**src/rtl/fc_pkg.sv**
```systemverilog
// Shared types for the fully-connected layer datapath.
package fc_pkg;

    localparam int BitSizeDefault = 8;

    typedef logic [BitSizeDefault-1:0] fc_word_t;

    typedef enum logic [1:0] {
        IDLE,
        FILL,
        STREAM,
        DRAIN
    } skew_state_e;

endpackage

```
**src/rtl/skew_lane.sv**
```systemverilog
// One skew lane: a Depth-stage delay line carrying data plus a valid bit,
// with the output forced to zero whenever the last stage is invalid.
module skew_lane #(
    parameter int BitSize = 8,
    parameter int Depth   = 1
) (
    input  logic               clk,
    input  logic               res_n,
    input  logic               in_valid,
    input  logic [BitSize-1:0] in_data,
    output logic               out_valid,
    output logic [BitSize-1:0] out_data,
    output logic               any_valid
);

    logic [Depth-1:0]              vld;
    logic [Depth-1:0][BitSize-1:0] dat;

    always_ff @(posedge clk or posedge res_n) begin
        if (res_n) begin
            vld <= '0;
            dat <= '0;
        end else begin
            vld[0] <= in_valid;
            dat[0] <= in_valid ? in_data : '0;
            for (int i = 1; i < Depth; i++) begin
                vld[i] <= vld[i-1];
                dat[i] <= dat[i-1];
            end
        end
    end

    assign out_valid = vld[Depth-1];
    assign out_data  = vld[Depth-1] ? dat[Depth-1] : '0;
    assign any_valid = |vld;

endmodule

```
**src/rtl/fc_input_skewer.sv**
```systemverilog
// Re-times rows of A into the diagonal stream of the systolic array and
// regenerates start/valid/done framing aligned with the skewed data.
module fc_input_skewer
    import fc_pkg::*;
#(
    parameter int BitSize     = 8,
    parameter int NumOfInputs = 2
) (
    input  logic                                  clk,
    input  logic                                  res_n,
    input  logic                                  in_valid,
    input  logic                                  in_start,
    input  logic                                  in_last,
    input  logic [NumOfInputs-1:0][BitSize-1:0]   in_data,
    output logic                                  out_valid,
    output logic                                  out_start,
    output logic                                  out_done,
    output logic                                  out_busy,
    output logic [NumOfInputs-1:0][BitSize-1:0]   out_data
);

    logic [NumOfInputs-1:0] lane_valid;
    logic [NumOfInputs-1:0] lane_busy;
    logic [NumOfInputs-1:0] done_sr;
    logic [NumOfInputs-1:0] early_done;
    logic                   start_q;
    logic                   acc;
    logic                   acc_start;
    logic                   acc_last;

    skew_state_e state, state_next;
    logic        drain_new, drain_new_next;

    assign acc       = in_valid;
    assign acc_start = in_valid & in_start;
    assign acc_last  = in_valid & in_last;

    for (genvar k = 0; k < NumOfInputs; k++) begin : g_lane
        skew_lane #(
            .BitSize (BitSize),
            .Depth   (k + 1)
        ) u_lane (
            .clk       (clk),
            .res_n     (res_n),
            .in_valid  (in_valid),
            .in_data   (in_data[k]),
            .out_valid (lane_valid[k]),
            .out_data  (out_data[k]),
            .any_valid (lane_busy[k])
        );
    end

    // Each accepted last row gets its own done pulse, so overlapping matrices never merge.
    always_ff @(posedge clk or posedge res_n) begin
        if (res_n) begin
            start_q <= 1'b0;
            done_sr <= '0;
        end else begin
            start_q    <= acc_start;
            done_sr[0] <= acc_last;
            for (int i = 1; i < NumOfInputs; i++) begin
                done_sr[i] <= done_sr[i-1];
            end
        end
    end

    assign out_start = start_q;
    assign out_done  = done_sr[NumOfInputs-1];
    assign out_valid = |lane_valid;
    assign out_busy  = (|lane_busy) | (|done_sr);

    always_comb begin
        early_done                = done_sr;
        early_done[NumOfInputs-1] = 1'b0;
    end

    always_ff @(posedge clk or posedge res_n) begin
        if (res_n) begin
            state     <= IDLE;
            drain_new <= 1'b0;
        end else begin
            state     <= state_next;
            drain_new <= drain_new_next;
        end
    end

    // Draining ends only when the newest last row leaves and nothing younger is in flight.
    always_comb begin
        state_next     = state;
        drain_new_next = drain_new;
        case (state)
            IDLE: begin
                if (acc_last) begin
                    state_next     = DRAIN;
                    drain_new_next = 1'b0;
                end else if (acc) begin
                    state_next = FILL;
                end
            end
            FILL: begin
                if (acc_last) begin
                    state_next     = DRAIN;
                    drain_new_next = 1'b0;
                end else if (lane_valid[NumOfInputs-1]) begin
                    state_next = STREAM;
                end
            end
            STREAM: begin
                if (acc_last) begin
                    state_next     = DRAIN;
                    drain_new_next = 1'b0;
                end
            end
            DRAIN: begin
                if (acc_last) begin
                    drain_new_next = 1'b0;
                end else if (acc_start) begin
                    state_next = FILL;
                end else if (acc) begin
                    drain_new_next = 1'b1;
                end else if (out_done && !drain_new && (early_done == '0)) begin
                    state_next = IDLE;
                end
            end
            default: state_next = IDLE;
        endcase
    end

    a_idle_quiet: assert property (@(posedge clk) disable iff (res_n)
        (state == IDLE) |-> !out_busy);

endmodule

```
**config.mk**
```make
export PLATFORM = sky130hd
export DESIGN_NAME = fc_input_skewer
export DESIGN_NICKNAME = d
export VERILOG_FILES = /design/src/rtl/fc_pkg.sv /design/src/rtl/skew_lane.sv /design/src/rtl/fc_input_skewer.sv
export SDC_FILE = /design/constraint.sdc
export NUM_CORES = 1
export LEC_CHECK = 0
export ABC_AREA = 1
export CORE_MARGIN = 2
export CORE_UTILIZATION = 38
export DETAILED_ROUTE_END_ITERATION = 8
export GPL_TIMING_DRIVEN = 0
export PLACE_DENSITY = 0.78
export SYNTH_ARGS = -nofsm -noshare
export SYNTH_HDL_FRONTEND = slang
export SYNTH_SLANG_ARGS = --single-unit
```
**constraint.sdc**
```tcl
create_clock -name clk -period 0.9 [get_ports clk]
set_input_delay 0.18 -clock clk [delete_from_list [all_inputs] [get_ports clk]]
set_output_delay 0.18 -clock clk [all_outputs]
set_load 0.02 [all_outputs]
```
==> summary.txt <==
Run status
  • Status: complete, but fails checks
  • Failing checks: setup timing

Global route
  • Met1 usage: 0.140
  • Top Usage Layer GRT: met2
  • Grt met3 use: 0.0553
  • Initial antenna violation count: 0
  • Number of global-route vias before repair: 677
  • Grt total ovfl: 0
  • GRT Total Usage: 0.124
  • Global-route met2 utilization: 0.205
  • Largest net degree at the start of global routing: 30
  • First-pass GRT wire length: around 3 mm

Place
  • Detailed Place HPWL: 1.28 mm
  • Placed Area: 1490 sq um
  • Dpl ws: -0.573 ns
  • RD Place Congestion: roughly 0.70
  • Port Buffers: 40
  • Placed cell count: 177

Worst setup path
  • Critical Path Stages: 4
  • Worst Path Buf+Inv: 2
  • Setup crit end kind: output port
  • CP max FO: 4
  • Largest delay share family, worst path: flip-flops
  • Max stage delay cell, worst path: dfrtp_2
  • WP data required: 0.72 ns
  • R2R depth: 0
  • Crit-path max cell delay: 0.44 ns
  • Most frequent CP cell: buf_6
  • CP Launch Type: flop
  • Kind of critical path: reg2out
  • Crit path cell chain: buf_6 > nor2_4 > nand2_2 > buf_6
  • CP arrival: 1.19 ns

Synthesis
  • Yosys top cell area share: 0.695
  • Syn avg cell area: 9.84 sq um
  • Proportion of synthesized chip area in sequential cells: 0.695
  • Mapped Area: 1040 sq um
  • Largest cells by area after synthesis: dfrtp_1 70%, inv_1 13%, nand2_1 12%, buf_12 1.9%, buf_6 1.1%
  • Syn nets: 127
  • Warnings, synthesis: 0
  • Cell variety after synth: 8
  • Mapped Cells: 106
  • #FFs+latches synth: 29
  • Area leader, netlist: dfrtp_1

CTS
  • Sink Count: 29
  • Clk Latency, worst-skew pair: between 0.3 and 0.4 ns
  • Total CTS buffers: 5
  • CTS tree: built
  • Buffer levels on the longest clock path: 2
  • H-tree depth: 2
  • Worst-path clk slew: 0.09 ns
  • CTS root buffer: clkbuf_4

STA
  • Max-slew headroom: 0.617
  • Max Fclk: approximately 730 MHz
  • Skew final: 0.00380 ns
  • Max-slew violations: 0
  • Crit share post-route: 1.52
  • Setup TNS Final: -7.22 ns
  • Hold_ws: 0.264 ns
  • Tightest Pin Transition: 0.573 ns
  • Final hold vios: 0
  • Final Critical Period: about 1.4 ns
  • RSZ-0062 raised after global routing: true
  • Final setup vio count: 20
  • Final worst slack: -0.471 ns

Drt
  • Vias: 752
  • DR DRC count: 0
  • Routed vias/inst: 4.02
  • 1st-iter DRT viols: 14
  • Drt total wl: 1.79 mm
  • Antenna Nets Post-Route: 0
  • Pre-antenna DRT Iters: 4
  • Wirelength per Cell: ~9.6 microns

Die
  • Core Area: 2690 sq um
  • Starting density of the core: 0.388
  • Die Ht: 56.4 microns
  • Die Wd: 56.4 microns
  • Die ar.: ~3200 sq um
  • Row cnt: 19
  • IO Pins: 41

Finish
  • Synthesis-to-finish area growth: 63.3%
  • Final Non-Filler Cells: 187
  • N_diodes: 0
  • Layout cell share with drive strength beyond 1: 0.429
  • Final net count: 176
  • Design Area, Final: 1700 sq um

Power
  • P_int: 2040 uW
  • Power density over the cells: 1560 nW/um^2
  • Reg power frac: 0.527
  • Sw frac: 0.234
  • Clock Power Share: 0.322
  • Worst vdd ir: between 1 and 1.5 mV
  • P_leak: 0.00103 uW
  • Sw Pwr: 624 uW
  • Combinational share of power: 0.151

Run
  • Max cap viols: 0

Hold path
  • Hold WC Path Type: in2async
cells in the final DEF, fill, tap and decap left out, drive strengths merged:
| cell type | netlist | final |
|---|---|---|
| nand2 | 35 | 35 |
| inv | 36 | 35 |
| dfrtp | 29 | 29 |
| buf | 4 | 26 |
| clkdlybuf4s50 | 0 | 20 |
| clkbuf | 0 | 7 |
| nor2 | 2 | 2 |
| clkinvlp | 0 | 1 |
| clkinv | 0 | 1 |
power groups by stage:
stage | logic, uW | clock network, uW | registers, uW
floorplan | 156 | 0 | 1410
global placement | 332 | 0 | 1410
detailed placement | 343 | 0 | 1410
CTS | 377 | 887 | 1400
global route | 433 | 945 | 1410
finish | 402 | 857 | 1400
through the flow:
| stage | util | total power [uW] |
|---|---|---|
| 6_report | 0.634 | 2660 |
| 5_1_grt | 0.634 | 2790 |
| 4_1_cts | 0.606 | 2660 |
| 3_5_place_dp | 0.556 | 1760 |
| 3_3_place_gp | 0.556 | 1740 |
| 2_1_floorplan | - | 1570 |
flip-flops by register name, indices dropped and copies added (netlist names):
signal	cells
done_sr	2
g_lane.u_lane.dat	24
g_lane.u_lane.vld	2
out_start	1
kinds of logic after synthesis:
kind of cell / Yosys count / synth area share
AND/OR/NAND/NOR: 37 / 0.135
flip-flops: 29 / 0.695
buffers and inverters: 40 / 0.169
area by class of cell:
cell class                 count  area [sq um]
fill                         213           982
sequential                    29           727
timing repair buffer          43           468
multi-input combinational     37           219
inverter                      36           139
clock buffer                   7          65.1
buffer                         3          42.5
tap                           31          38.8
clock inverter                 1          5.00
what timing repair did:
action                     CTS  global route
pin swaps                    3             1
buffers inserted             2             0
cloned                       1             0
hold endpoints to repair     0             0
hold buffers                 0             0
gates resized for setup    133            29
setup endpoints to repair   49            20
synth_stat cells:
master and instances:
buf_12 1, buf_2 2, buf_6 1, dfrtp_1 29
inv_1 36, nand2_1 34, nand2_2 1, nor2_1 2
per-layer routing:
metal | share of wire | vias up
met1 | 0.40 | 342
met4 | 0.014 | 0
li1 | - | 377
met5 | 0 | -
met3 | 0.056 | 4
met2 | 0.53 | 29
path summary, 6_finish.rpt:
path,to,from,slack (ns)
max in group asynchronous,g_lane[1].u_lane.vld[1],res_n,0.28
max reg2reg,g_lane[1].u_lane.vld[1],g_lane[1].u_lane.vld[0],0.35
min,g_lane[0].u_lane.dat[1],res_n,0.26
min in group clk,g_lane[1].u_lane.dat[8],g_lane[1].u_lane.dat[0],0.35
max,out_busy,g_lane[1].u_lane.vld[1],-0.47
min reg2reg,g_lane[1].u_lane.dat[8],g_lane[1].u_lane.dat[0],0.35
No activity file was read; power rests on OpenSTA's default activity.
